==> src/rtl/de_exe_stage.sv <==
`default_nettype none
// ============================================================================
// Module   : de_exe_stage
// Brief    : Decode-to-execute issue stage with a one-entry slot, operand
//            forwarding, load-use bubbles and branch flush. Optional bubble
//            counter is enabled by defining DE_EXE_STALL_CNT_EN.
// Revision : 1.0 - initial release
// ============================================================================
module de_exe_stage #(
    parameter int          XLEN      = 32,
    parameter logic [31:0] NOP_INSTR = 32'h00000013
) (
    input  logic            clk,
    input  logic            rst,
    input  logic            valid_de,
    input  logic [31:0]     instr_de,
    input  logic [XLEN-1:0] pc_de,
    input  logic [XLEN-1:0] rs1_data_de,
    input  logic [XLEN-1:0] rs2_data_de,
    input  logic            stall,
    input  logic            hazard_a,
    input  logic            hazard_b,
    input  logic [XLEN-1:0] data_a_mgr,
    input  logic [XLEN-1:0] data_b_mgr,
    input  logic            flush,
    output logic            stall_de,
    output logic            valid_exe,
    output logic [31:0]     instr_exe,
    output logic [XLEN-1:0] pc_exe,
    output logic [XLEN-1:0] op_a_exe,
    output logic [XLEN-1:0] op_b_exe,
    output logic [31:0]     stall_cnt
);

    typedef enum logic [1:0] {
        S_EMPTY = 2'd0,
        S_ISSUE = 2'd1,
        S_HOLD  = 2'd2
    } state_t;

    state_t          state_q, state_d;
    logic            valid_q, valid_d;
    logic [31:0]     instr_q, instr_d;
    logic [XLEN-1:0] pc_q, pc_d;
    logic [XLEN-1:0] rs1_q, rs1_d;
    logic [XLEN-1:0] rs2_q, rs2_d;

    logic            valid_exe_q, valid_exe_d;
    logic [31:0]     instr_exe_q, instr_exe_d;
    logic [XLEN-1:0] pc_exe_q, pc_exe_d;
    logic [XLEN-1:0] op_a_q, op_a_d;
    logic [XLEN-1:0] op_b_q, op_b_d;

    logic            w_stall_eff;
    logic            w_issue;
    logic            w_capture;
    logic [XLEN-1:0] w_op_a;
    logic [XLEN-1:0] w_op_b;

    // A stall only matters when the slot actually holds an instruction.
    assign w_stall_eff = stall & valid_q;

    // x0 beats forwarding: the hazard manager does not mask register zero.
    assign w_op_a = (instr_q[19:15] == 5'd0) ? '0 : (hazard_a ? data_a_mgr : rs1_q);
    assign w_op_b = (instr_q[24:20] == 5'd0) ? '0 : (hazard_b ? data_b_mgr : rs2_q);

    assign stall_de = (state_q == S_HOLD);

    always_comb begin
        state_d     = state_q;
        valid_d     = valid_q;
        instr_d     = instr_q;
        pc_d        = pc_q;
        rs1_d       = rs1_q;
        rs2_d       = rs2_q;
        valid_exe_d = 1'b0;
        instr_exe_d = NOP_INSTR;
        pc_exe_d    = pc_exe_q;
        op_a_d      = op_a_q;
        op_b_d      = op_b_q;
        w_issue     = 1'b0;
        w_capture   = 1'b0;

        if (flush) begin
            state_d = S_EMPTY;
            valid_d = 1'b0;
        end else begin
            case (state_q)
                S_EMPTY: begin
                    if (valid_de) begin
                        w_capture = 1'b1;
                        state_d   = S_ISSUE;
                    end
                end
                S_ISSUE: begin
                    if (w_stall_eff) begin
                        state_d = S_HOLD;
                    end else begin
                        w_issue = 1'b1;
                        if (valid_de) begin
                            w_capture = 1'b1;
                            state_d   = S_ISSUE;
                        end else begin
                            valid_d = 1'b0;
                            state_d = S_EMPTY;
                        end
                    end
                end
                S_HOLD: begin
                    // Decode is held off this edge, so nothing new is captured.
                    if (!w_stall_eff) begin
                        w_issue = 1'b1;
                        valid_d = 1'b0;
                        state_d = S_EMPTY;
                    end
                end
                default: begin
                    valid_d = 1'b0;
                    state_d = S_EMPTY;
                end
            endcase
        end

        if (w_capture) begin
            valid_d = 1'b1;
            instr_d = instr_de;
            pc_d    = pc_de;
            rs1_d   = rs1_data_de;
            rs2_d   = rs2_data_de;
        end

        if (w_issue) begin
            valid_exe_d = 1'b1;
            instr_exe_d = instr_q;
            pc_exe_d    = pc_q;
            op_a_d      = w_op_a;
            op_b_d      = w_op_b;
        end
    end

    always_ff @(posedge clk or negedge rst) begin
        if (!rst) begin
            state_q     <= S_EMPTY;
            valid_q     <= 1'b0;
            instr_q     <= NOP_INSTR;
            pc_q        <= '0;
            rs1_q       <= '0;
            rs2_q       <= '0;
            valid_exe_q <= 1'b0;
            instr_exe_q <= NOP_INSTR;
            pc_exe_q    <= '0;
            op_a_q      <= '0;
            op_b_q      <= '0;
        end else begin
            state_q     <= state_d;
            valid_q     <= valid_d;
            instr_q     <= instr_d;
            pc_q        <= pc_d;
            rs1_q       <= rs1_d;
            rs2_q       <= rs2_d;
            valid_exe_q <= valid_exe_d;
            instr_exe_q <= instr_exe_d;
            pc_exe_q    <= pc_exe_d;
            op_a_q      <= op_a_d;
            op_b_q      <= op_b_d;
        end
    end

    assign valid_exe = valid_exe_q;
    assign instr_exe = instr_exe_q;
    assign pc_exe    = pc_exe_q;
    assign op_a_exe  = op_a_q;
    assign op_b_exe  = op_b_q;

`ifdef DE_EXE_STALL_CNT_EN
    logic        w_stall_bubble;
    logic [31:0] stall_cnt_q;

    // Only stall-induced bubbles count; flush and empty-slot bubbles do not.
    assign w_stall_bubble = w_stall_eff & ~flush;

    always_ff @(posedge clk or negedge rst) begin
        if (!rst) begin
            stall_cnt_q <= '0;
        end else if (w_stall_bubble && (stall_cnt_q != 32'hFFFF_FFFF)) begin
            stall_cnt_q <= stall_cnt_q + 32'd1;
        end
    end

    assign stall_cnt = stall_cnt_q;
`else
    assign stall_cnt = '0;
`endif

endmodule
`default_nettype wire

==> config.mk <==
export PLATFORM = sky130hd
export DESIGN_NAME = de_exe_stage
export DESIGN_NICKNAME = d
export VERILOG_FILES = /design/src/rtl/de_exe_stage.sv
export SDC_FILE = /design/constraint.sdc
export NUM_CORES = 1
export LEC_CHECK = 0
export ABC_AREA = 0
export CORE_MARGIN = 4
export CORE_UTILIZATION = 41
export DETAILED_ROUTE_END_ITERATION = 6
export PLACE_DENSITY_LB_ADDON = 0.1
export SYNTH_ARGS = -nofsm -noshare
export SYNTH_HDL_FRONTEND = slang
export SYNTH_SLANG_ARGS = --single-unit
==> constraint.sdc <==
create_clock -name clk -period 1.8 [get_ports clk]
set_clock_uncertainty 0.2 [all_clocks]
set_input_delay 0.36 -clock clk [delete_from_list [all_inputs] [get_ports clk]]
set_output_delay 0.36 -clock clk [all_outputs]
set_load 0.005 [all_outputs]
==> results of run 1 <==
[final cells by class]
type                            instances  area share (%)
Multi-Input combinational cell        442            28.3
Timing Repair Buffer                  415            26.8
Inverter                                3           0.107
Antenna cell                            4          0.0569
Sequential cell                       260            37.0
Clock buffer                           46            4.94
Tap cell                              330            2.35
Clock inverter                          6           0.363
[logic make-up (layout without fill, tap and decap cells)]
kind of cell,count (synthesis),count (layout)
flip-flops,260,260
multiplexers,225,225
AO/OA/AOI/OAI,136,136
buffers and inverters,91,470
AND/OR/NAND/NOR,44,46
adder cells (fa/ha/maj),3,3
other,1,36
[metrics by stage]
stage	utilization [%]	total power [mW]	setup WS, ps	instances	area (sq um)
2_1_floorplan	-	9.99	-63.9	791	11000
5_1_grt	69.1	20.5	-250	1505	17600
6_report	69.1	19.5	-184	1506	17600
3_5_place_dp	57.4	13.0	-480	1400	14600
3_3_place_gp	57.4	12.9	-447	1400	14600
4_1_cts	63.2	18.6	-200	1468	16100
[Yosys cell counts (all sizes together)]
library cell	instances
dfstp	6
clkbuf	21
inv	3
a21boi	1
or3	3
buf	67
nand3	1
o21a	1
ha	3
o2bb2ai	1
nor2b	1
nand2b	2
mux2	160
conb	1
nand3b	1
a21oi	2
or4	2
or2	1
o21ai	67
and2	30
o31ai	64
and3	1
dfrtp	254
nor2	2
mux2i	65
[sequential cells by signal, indices dropped and copies added (netlist names)]
| name | cells |
|---|---|
| op_a_exe | 32 |
| pc_q | 32 |
| state_q | 2 |
| rs1_q | 32 |
| instr_exe | 32 |
| pc_exe | 32 |
| instr_q | 32 |
| rs2_q | 32 |
| valid_exe | 1 |
| op_b_exe | 32 |
| valid_q | 1 |
[layer usage]
metal | GRT usage [%] | up-vias
met1 | 25.9 | 3938
met3 | 6.57 | 53
met4 | 4.80 | 4
met5 | 0 | -
met2 | 33.1 | 270
li1 | - | 3478
[final timing paths]
kind / from / to / slack [ps] / cells past startpoint
worst max-delay path: state_q[0]$_DFFE_PN0P_ / rs2_q[11]$_DFFE_PN0P_ / -180 / 6
worst min-delay path: rst / rs2_q[12]$_DFFE_PN0P_ / 60 / 2
max in group asynchronous: rst / instr_exe[0]$_DFF_PN1_ / 700 / 3
worst min register to register: instr_q[29]$_DFFE_PN0P_ / instr_exe[29]$_DFF_PN0_ / 270 / 1
min in group clk: hazard_b / op_b_exe[30]$_DFFE_PN0P_ / 160 / 3
worst max register to register: state_q[0]$_DFFE_PN0P_ / rs2_q[11]$_DFFE_PN0P_ / -180 / 6
[cells in the final DEF (no fill, tap or decap), drive strengths merged, types with 2 or more instances in the layout]
| master | netlist | layout |
|---|---|---|
| o21ai | 67 | 67 |
| nand2b | 2 | 2 |
| or4 | 2 | 2 |
| o31ai | 64 | 64 |
| inv | 3 | 4 |
| ha | 3 | 3 |
| or2 | 1 | 3 |
| nor2 | 2 | 2 |
| dfrtp | 254 | 254 |
| conb | 1 | 32 |
| diode | 0 | 4 |
| clkinv | 0 | 3 |
| buf | 67 | 74 |
| a21oi | 2 | 2 |
| clkbuf | 21 | 65 |
| and2 | 30 | 30 |
| dlymetal6s2s | 0 | 4 |
| mux2i | 65 | 65 |
| clkdlybuf4s15 | 0 | 10 |
| dlygate4sd2 | 0 | 112 |
| dfstp | 6 | 6 |
| mux2 | 160 | 160 |
| clkdlybuf4s50 | 0 | 195 |
| or3 | 3 | 3 |
[worst reg2reg max path, cell delays in order (launching register included)]
cell and delay (ps):
dfrtp_1 430, ha_4 180, a21boi_4 130, o21ai_4 210, buf_4 190, clkbuf_16 180
mux2_2 350
[repair_timing]
action                                 in CTS  in global routing
pin swaps                                   2                 24
hold buffers                                1                  0
endpoints found under the hold margin     256                  0
gates resized for setup                   265                251
setup endpoints to repair                 383                271
buffers inserted                            7                  9
gates cloned                                8                 28
[report_power, final]
part	total, mW	switching [mW]	internal, mW
Sequential	8.21	0.875	7.34
Clock	5.73	2.29	3.44
Combinational	5.57	2.15	3.42
Total	19.5	5.31	14.2
==> impl_metrics.yaml, run 1 <==
synthesis:
  synthSimpleGateAreaFrac_pct: 2.64
  synth_top_family_by_area: "multiplexers"
  netlist_instances: 760
  synthMuxAreaShare_pct: 22.9
  synthTopCellsByArea: "dfrtp_1 (59%), mux2_2 (17%), mux2i_1 (6.1%), o31ai_1 (4.2%), buf_4 (3.1%)"
  ys_types: 32
  synth_top_area_cell: "dfrtp_1"
  syn_area_sq_um: 10700
  ys_seq_area_share_pct: 60.7
  yosys.area_share.adder_pct: 0.350
  synth.avg_cell_area_sq_um: 14.1
  synth-xor-area-share_pct: 0
  ys_seq_elements: 260
  synth-compound-area-share_pct: 8.11
  yosys_warnings: 0
  synth_top_area_share_pct: 59.3
power_and_ir_drop:
  ir_worst_vdd_mv: 0.882
  leakage_nw: 8.29
  p_per_area_nw_per_um2: 1110
drt:
  route.detailed.drc: 0
  ant_nets: 0
  drt_iter0_markers: 353
  wl_microns: 33900
  avgRoutedWirePerCell_microns: 22.5
  vias_per_cell: 5.14
  wl_met1_microns: 13600
  met3_wirelength_microns: 2730
  first_pass_iters: 4
  vias: 7743
  highest_layer: "met5"
  dr_wl_met2_microns: 16800
placement:
  port_buffers: 328
  place_congestion: 0.784
  hpwlAfterDp_microns: 19400
run_status:
  violations: "negative setup slack"
  status: "finished, violations left"
floorplan:
  die_height_microns: 170
  rows: 58
  start_util_pct: 42.1
  core_sq_um: 25500
  fp.dieW_microns: 170
  ios: 361
  die-area_sq_um: 28800
setup_path:
  worstSetupStartpointType: "flop"
  max_stage_delay_ps: 430
  worstPathMaxFanout: 11
  end_kind: "flop"
  cpMaxStageDelayCell: "dfrtp_1"
  cp_num_buf_inv: 2
  crit_family: "flip-flops"
  path_cells: "ha_4, a21boi_4, o21ai_4, buf_4, clkbuf_16, mux2_2"
  cp_data_required_time_ps: 2010
  crit_type: "reg2reg"
  critPathArrivalTime_ps: 2190
global_routing:
  grt_first_pass_wirelength_microns: 46000
  grtUsageTotal_pct: 20.1
  antenna_found_initial: 5
  grt_max_degree: 68
  grt-ovfl-total: 0
  grt_pass1_vias: 7870
sta:
  slew_violations: 0
  tightest_slew_ps: 639
  maxSlewHeadroom_pct: 57.4
  finalHoldViolCount: 0
  finalCriticalPeriod_ps: 1980
  setup_slack_ps: -184
  holdWs_ps: 59.6
  fin_crit_sh_pct: 110
  fin_setup_tns_ps: -26220
  rsz0062_at_grt: "true"
  setup_viol: 256
  fmax_mhz: 504
clock_tree:
  insertion_delay_ps: 520
  tritoncts: "yes"
  cts.reportedPaths.clkPinSlew_ps: 60
  root_buffer: "clkbuf_16"
  h-tree-depth: 1
  cts_num_sinks: 260
  cts_buffer_depth: 3
  numCtsBuffers: 29
layout:
  layout.nets: 1353
  fillCellCount: 1837
  ff_latch_area_sq_um: 6510
  synthToLayoutAreaGrowth_pct: 64.1
  multi_input_area_sq_um: 4990
  layout-drive-gt1-share_pct: 38.7
min_path:
  hold_path_class: "in2async"
run:
  drv_cap: 0
Note: power is estimated with default switching activity, not from simulation.
==> run 2: changes to the inputs <==
- CORE_UTILIZATION: 41 -> 46
- SLEW_MARGIN: unset -> 20
- clock period: 1.8 -> 1.9 ns (I/O delays scaled with it)
==> impl_metrics.yaml, run 2 (synthesis results as in run 1) <==
clock_tree:
  tritoncts: "yes"
  cts_num_sinks: 260
  root_buffer: "clkbuf_16"
  h-tree-depth: 1
  cts_buffer_depth: 3
  numCtsBuffers: 28
  insertion_delay_ps: 530
  cts.reportedPaths.clkPinSlew_ps: 60
global_routing:
  grt_max_degree: 51
  grt_first_pass_wirelength_microns: 44900
  antenna_found_initial: 1
  grt_pass1_vias: 7839
  grtUsageTotal_pct: 21.8
  grt-ovfl-total: 0
floorplan:
  start_util_pct: 47.1
  die-area_sq_um: 25800
  die_height_microns: 161
  core_sq_um: 22800
  ios: 361
  fp.dieW_microns: 161
  rows: 55
drt:
  vias_per_cell: 5.07
  drt_iter0_markers: 246
  vias: 7390
  wl_microns: 29300
  ant_nets: 0
  route.detailed.drc: 0
  first_pass_iters: 4
  avgRoutedWirePerCell_microns: 20.1
sta:
  setup_slack_ps: -159
  finalHoldViolCount: 0
  finalCriticalPeriod_ps: 2060
  setup_viol: 209
  rsz0062_at_grt: "true"
  fmax_mhz: 486
  slew_violations: 0
  fin_crit_sh_pct: 108
layout:
  stdcell_area_sq_um: 16100
  fillCellCount: 1638
  diodes: 0
  synthToLayoutAreaGrowth_pct: 50.3
  fin_cells: 1457
  layout.nets: 1325
  final_cell_mix: "dfrtp_1 (254), clkdlybuf4s50_1 (195), dlygate4sd2_1 (126)"
  final_util_pct: 70.8
  final_common_cell: "dfrtp_1"
  layout-drive-gt1-share_pct: 28.1
placement:
  port_buffers: 328
  dpl_cell_area_sq_um: 14600
  place_congestion: 0.794
  hpwlAfterDp_microns: 19600
  dp_cells: 1388
  dp_slack_ps: -370
power_and_ir_drop:
  p_per_area_nw_per_um2: 1090
  ir_worst_vdd_mv: 1.03
  leakage_nw: 7.56
  power_mw: 17.6
setup_path:
  r2r_start: "state_q[0]$_DFFE_PN0P_"
  crit_start: "state_q[0]$_DFFE_PN0P_"
  rr_worst_depth: 7
  critPathArrivalTime_ps: 2270
  worstPathMaxFanout: 20
  end_kind: "flop"
  r2r_end: "rs1_q[13]$_DFFE_PN0P_"
  worstSetupStartpointType: "flop"
  cp_data_required_time_ps: 2110
  crit_path_end: "rs1_q[13]$_DFFE_PN0P_"
  crit_type: "reg2reg"
  regToRegSetupSlack_ps: -160
run_status:
  violations: "negative setup slack"
  status: "finished, violations left"
run:
  drv_cap: 0
min_path:
  hold_path_class: "in2reg"
## run 2: changes by cell type in the layout (fill, tap and decap cells not counted), sizes merged
cell / change
buf: -13
bufbuf: +3
bufinv: +2
clkbuf: -19
clkdlybuf4s15: -8
clkinv: -1
clkinvlp: -1
diode: -4
dlygate4sd2: +14
dlymetal6s2s: -4
or2: -1
## run 2: how the worst min path moves through the flow
stage               startpoint                  endpoint  slack [ps]  cells past startpoint
finish                hazard_a   op_a_exe[2]$_DFFE_PN0P_         100                      3
global route          hazard_a   op_a_exe[2]$_DFFE_PN0P_          90                      3
CTS                   hazard_a   op_a_exe[2]$_DFFE_PN0P_          70                      3
detailed placement         rst  op_b_exe[29]$_DFFE_PN0P_         100                      1
global placement           rst  op_b_exe[30]$_DFFE_PN0P_          90                      1
floorplan                  rst   instr_exe[10]$_DFF_PN0_        -120                      0
## run 2: layout make-up
| class | instances | area [sq um] | share of cell area (%) |
|---|---|---|---|
| Clock inverter | 6 | 115 | 0.714 |
| Clock buffer | 45 | 846 | 5.25 |
| Tap cell | 313 | 392 | 2.43 |
| Multi-Input combinational cell | 441 | 4160 | 25.8 |
| Inverter | 3 | 11.3 | 0.0699 |
| Sequential cell | 260 | 6510 | 40.4 |
| Timing Repair Buffer | 389 | 4080 | 25.3 |
## run 2: per-layer routing
layer | part of all wire (%) | wire length [microns] | global-route usage [%] | vias to the layer above
met5 | 0.024 | 7 | 0 | -
met4 | 2.8 | 817 | 5.39 | 2
li1 | - | - | - | 3389
met1 | 41 | 12100 | 28.0 | 3698
met3 | 7.7 | 2270 | 6.29 | 51
met2 | 48 | 14100 | 36.6 | 250
## run 2: what timing repair did
| action | 4_1_cts | 5_1_grt |
|---|---|---|
| hold endpoints to repair | 254 | 0 |
| endpoints found under the setup margin | 292 | 248 |
| resized for setup | 199 | 56 |
| buffers inserted | 8 | 2 |
| pin swaps | 1 | 0 |
| cloned | 7 | 0 |
| hold buffers | 1 | 0 |
## run 2: critical path, cell delays in order, from the launching register on
cell	delay (ps)
dfrtp_1	400
buf_6	130
ha_4	140
a21boi_4	130
o21ai_4	190
buf_12	190
buf_16	180
mux2_2	350
## run 2: where the power goes
part	internal [mW]	switching [mW]	total, mW
Combinational	2.65	1.72	4.37
Clock	3.45	2.16	5.61
Sequential	6.94	0.680	7.62
## run 2: per-stage QoR
step | hold WS [ps] | setup TNS, ps
5_1_grt | 92.3 | -36800
4_1_cts | 74.4 | -16560
2_1_floorplan | -116 | -103
6_report | 96.1 | -20800
3_5_place_dp | 102 | -68250
3_3_place_gp | 92.7 | -61740
==> run 3: changes to the inputs <==
- SKIP_CTS_REPAIR_TIMING: unset -> 1
==> impl_metrics.yaml, run 3 (synthesis results as in run 1) <==
floorplan:
  start_util_pct: 47.1
  rows: 55
  ios: 361
  core_sq_um: 22800
  die-area_sq_um: 25800
  fp.dieW_microns: 161
  die_height_microns: 161
global_routing:
  grt-ovfl-total: 0
  grt_util_met2_pct: 35.0
  grtUsageTotal_pct: 20.8
  antenna_found_initial: 1
  use_met3_pct: 6.03
  grt.busiest_layer: "met2"
  grt_pass1_vias: 7637
  grt_max_degree: 51
  gr-usage-met1_pct: 26.4
  grt_first_pass_wirelength_microns: 43100
layout:
  stdcell_area_sq_um: 15700
  ff_latch_area_sq_um: 6510
  synthToLayoutAreaGrowth_pct: 46.3
  fin_cells: 1440
  final_common_cell: "clkdlybuf4s50_1"
  fillCellCount: 1694
  diodes: 0
  layout.nets: 1308
  multi_input_area_sq_um: 3790
  final_cell_mix: "clkdlybuf4s50_1 (269), dfrtp_1 (254), mux2_2 (160)"
  layout-drive-gt1-share_pct: 23.8
setup_path:
  end_kind: "output port"
  crit_type: "reg2out"
  worstSetupStartpointType: "flop"
  r2r_start: "state_q[0]$_DFFE_PN0P_"
  rr_worst_depth: 6
  critPathArrivalTime_ps: 1420
  path_cells: "inv_1, buf_4, ha_1, clkbuf_2"
  cp_data_required_time_ps: 1320
  cpMaxStageDelayCell: "dfrtp_1"
  regToRegSetupSlack_ps: -70
  worstPathMaxFanout: 3
  r2r_end: "rs1_q[19]$_DFFE_PN0P_"
  max_stage_delay_ps: 370
min_path:
  worstHoldEndpoint: "op_a_exe[2]$_DFFE_PN0P_"
  hold_path_class: "in2reg"
  worstHoldStart: "hazard_a"
  hold_path_depth: 3
power_and_ir_drop:
  ir_worst_vdd_mv: 0.973
  leakage_nw: 7.35
  p_per_area_nw_per_um2: 1120
sta:
  finalCriticalPeriod_ps: 2000
  fin_crit_sh_pct: 105
  fmax_mhz: 500
  slew_violations: 0
  holdWs_ps: 93.6
  setup_slack_ps: -101
  rsz0062_at_grt: "true"
  finalHoldViolCount: 0
  setup_viol: 228
clock_tree:
  tritoncts: "yes"
  cts_num_sinks: 260
  numCtsBuffers: 28
  h-tree-depth: 1
  root_buffer: "clkbuf_16"
  cts.reportedPaths.clkPinSlew_ps: 60
  insertion_delay_ps: 520
  cts_buffer_depth: 3
placement:
  dp_cells: 1388
  hpwlAfterDp_microns: 19600
  place_congestion: 0.794
  port_buffers: 328
  dpl_cell_area_sq_um: 14600
run_status:
  status: "finished, violations left"
  violations: "negative setup slack"
drt:
  vias: 7238
  ant_nets: 0
  first_pass_iters: 4
  wl_microns: 27900
  drt_iter0_markers: 325
  route.detailed.drc: 0
  vias_per_cell: 5.03
  avgRoutedWirePerCell_microns: 19.4
run:
  drv_cap: 0
## run 3: cell count changes in the layout (fill, tap and decap cells not counted), sizes merged
cell / change
dlymetal6s2s: +55
buf: -14
or2: -1
bufbuf: -3
clkdlybuf4s50: +74
dlygate4sd2: -126
clkdlybuf4s15: -2
## run 3: stage by stage
stage | TNS [ps] | worst slack (ps) | utilization (%) | power [mW]
final | -10180 | -101 | 68.9 | 17.6
after detailed placement | -68250 | -370 | 63.9 | 12.3
after floorplan | -103 | -3.79 | - | 9.39
after global placement | -61740 | -335 | 63.9 | 12.1
after CTS | -24810 | -559 | 68.1 | 17.9
after global routing | -30640 | -182 | 68.9 | 18.5
## run 3: final cells by class
cell class / instances / area share, %
flip-flops and latches: 260 / 41.5
repair buffers: 373 / 25.6
multi-input cells: 440 / 24.2
clock buffers: 45 / 5.39
well taps: 313 / 2.50
clock inverters: 6 / 0.734
inverters: 3 / 0.0718
## run 3: worst max path at each step
stage	from	to	slack, ps
after detailed placement	stall	rs1_q[13]$_DFFE_PN0P_	-370
after global placement	stall	rs1_q[18]$_DFFE_PN0P_	-340
after CTS	state_q[0]$_DFFE_PN0P_	stall_de	-560
after global routing	state_q[0]$_DFFE_PN0P_	stall_de	-180
final	state_q[0]$_DFFE_PN0P_	stall_de	-100
after floorplan	state_q[0]$_DFFE_PN0P_	instr_q[22]$_DFFE_PN0P_	-4
## run 3: critical path, delay by kind of cell (launching register included)
family,cells,cell delay (ps)
adder cells (fa/ha/maj),1,200
flip-flops,1,370
buffers and inverters,3,340
## run 3: metal layers
metal	part of all wire [%]	up-vias
li1	-	3347
met1	41	3593
met2	48	245
met3	7.8	51
met4	3.0	2
met5	0.025	-
## run 3: power breakdown
group / switching, mW / total [mW] / internal (mW)
logic: 1.57 / 4.38 / 2.81
registers: 0.678 / 7.62 / 6.94
clock network: 2.15 / 5.59 / 3.45
total: 4.39 / 17.6 / 13.2
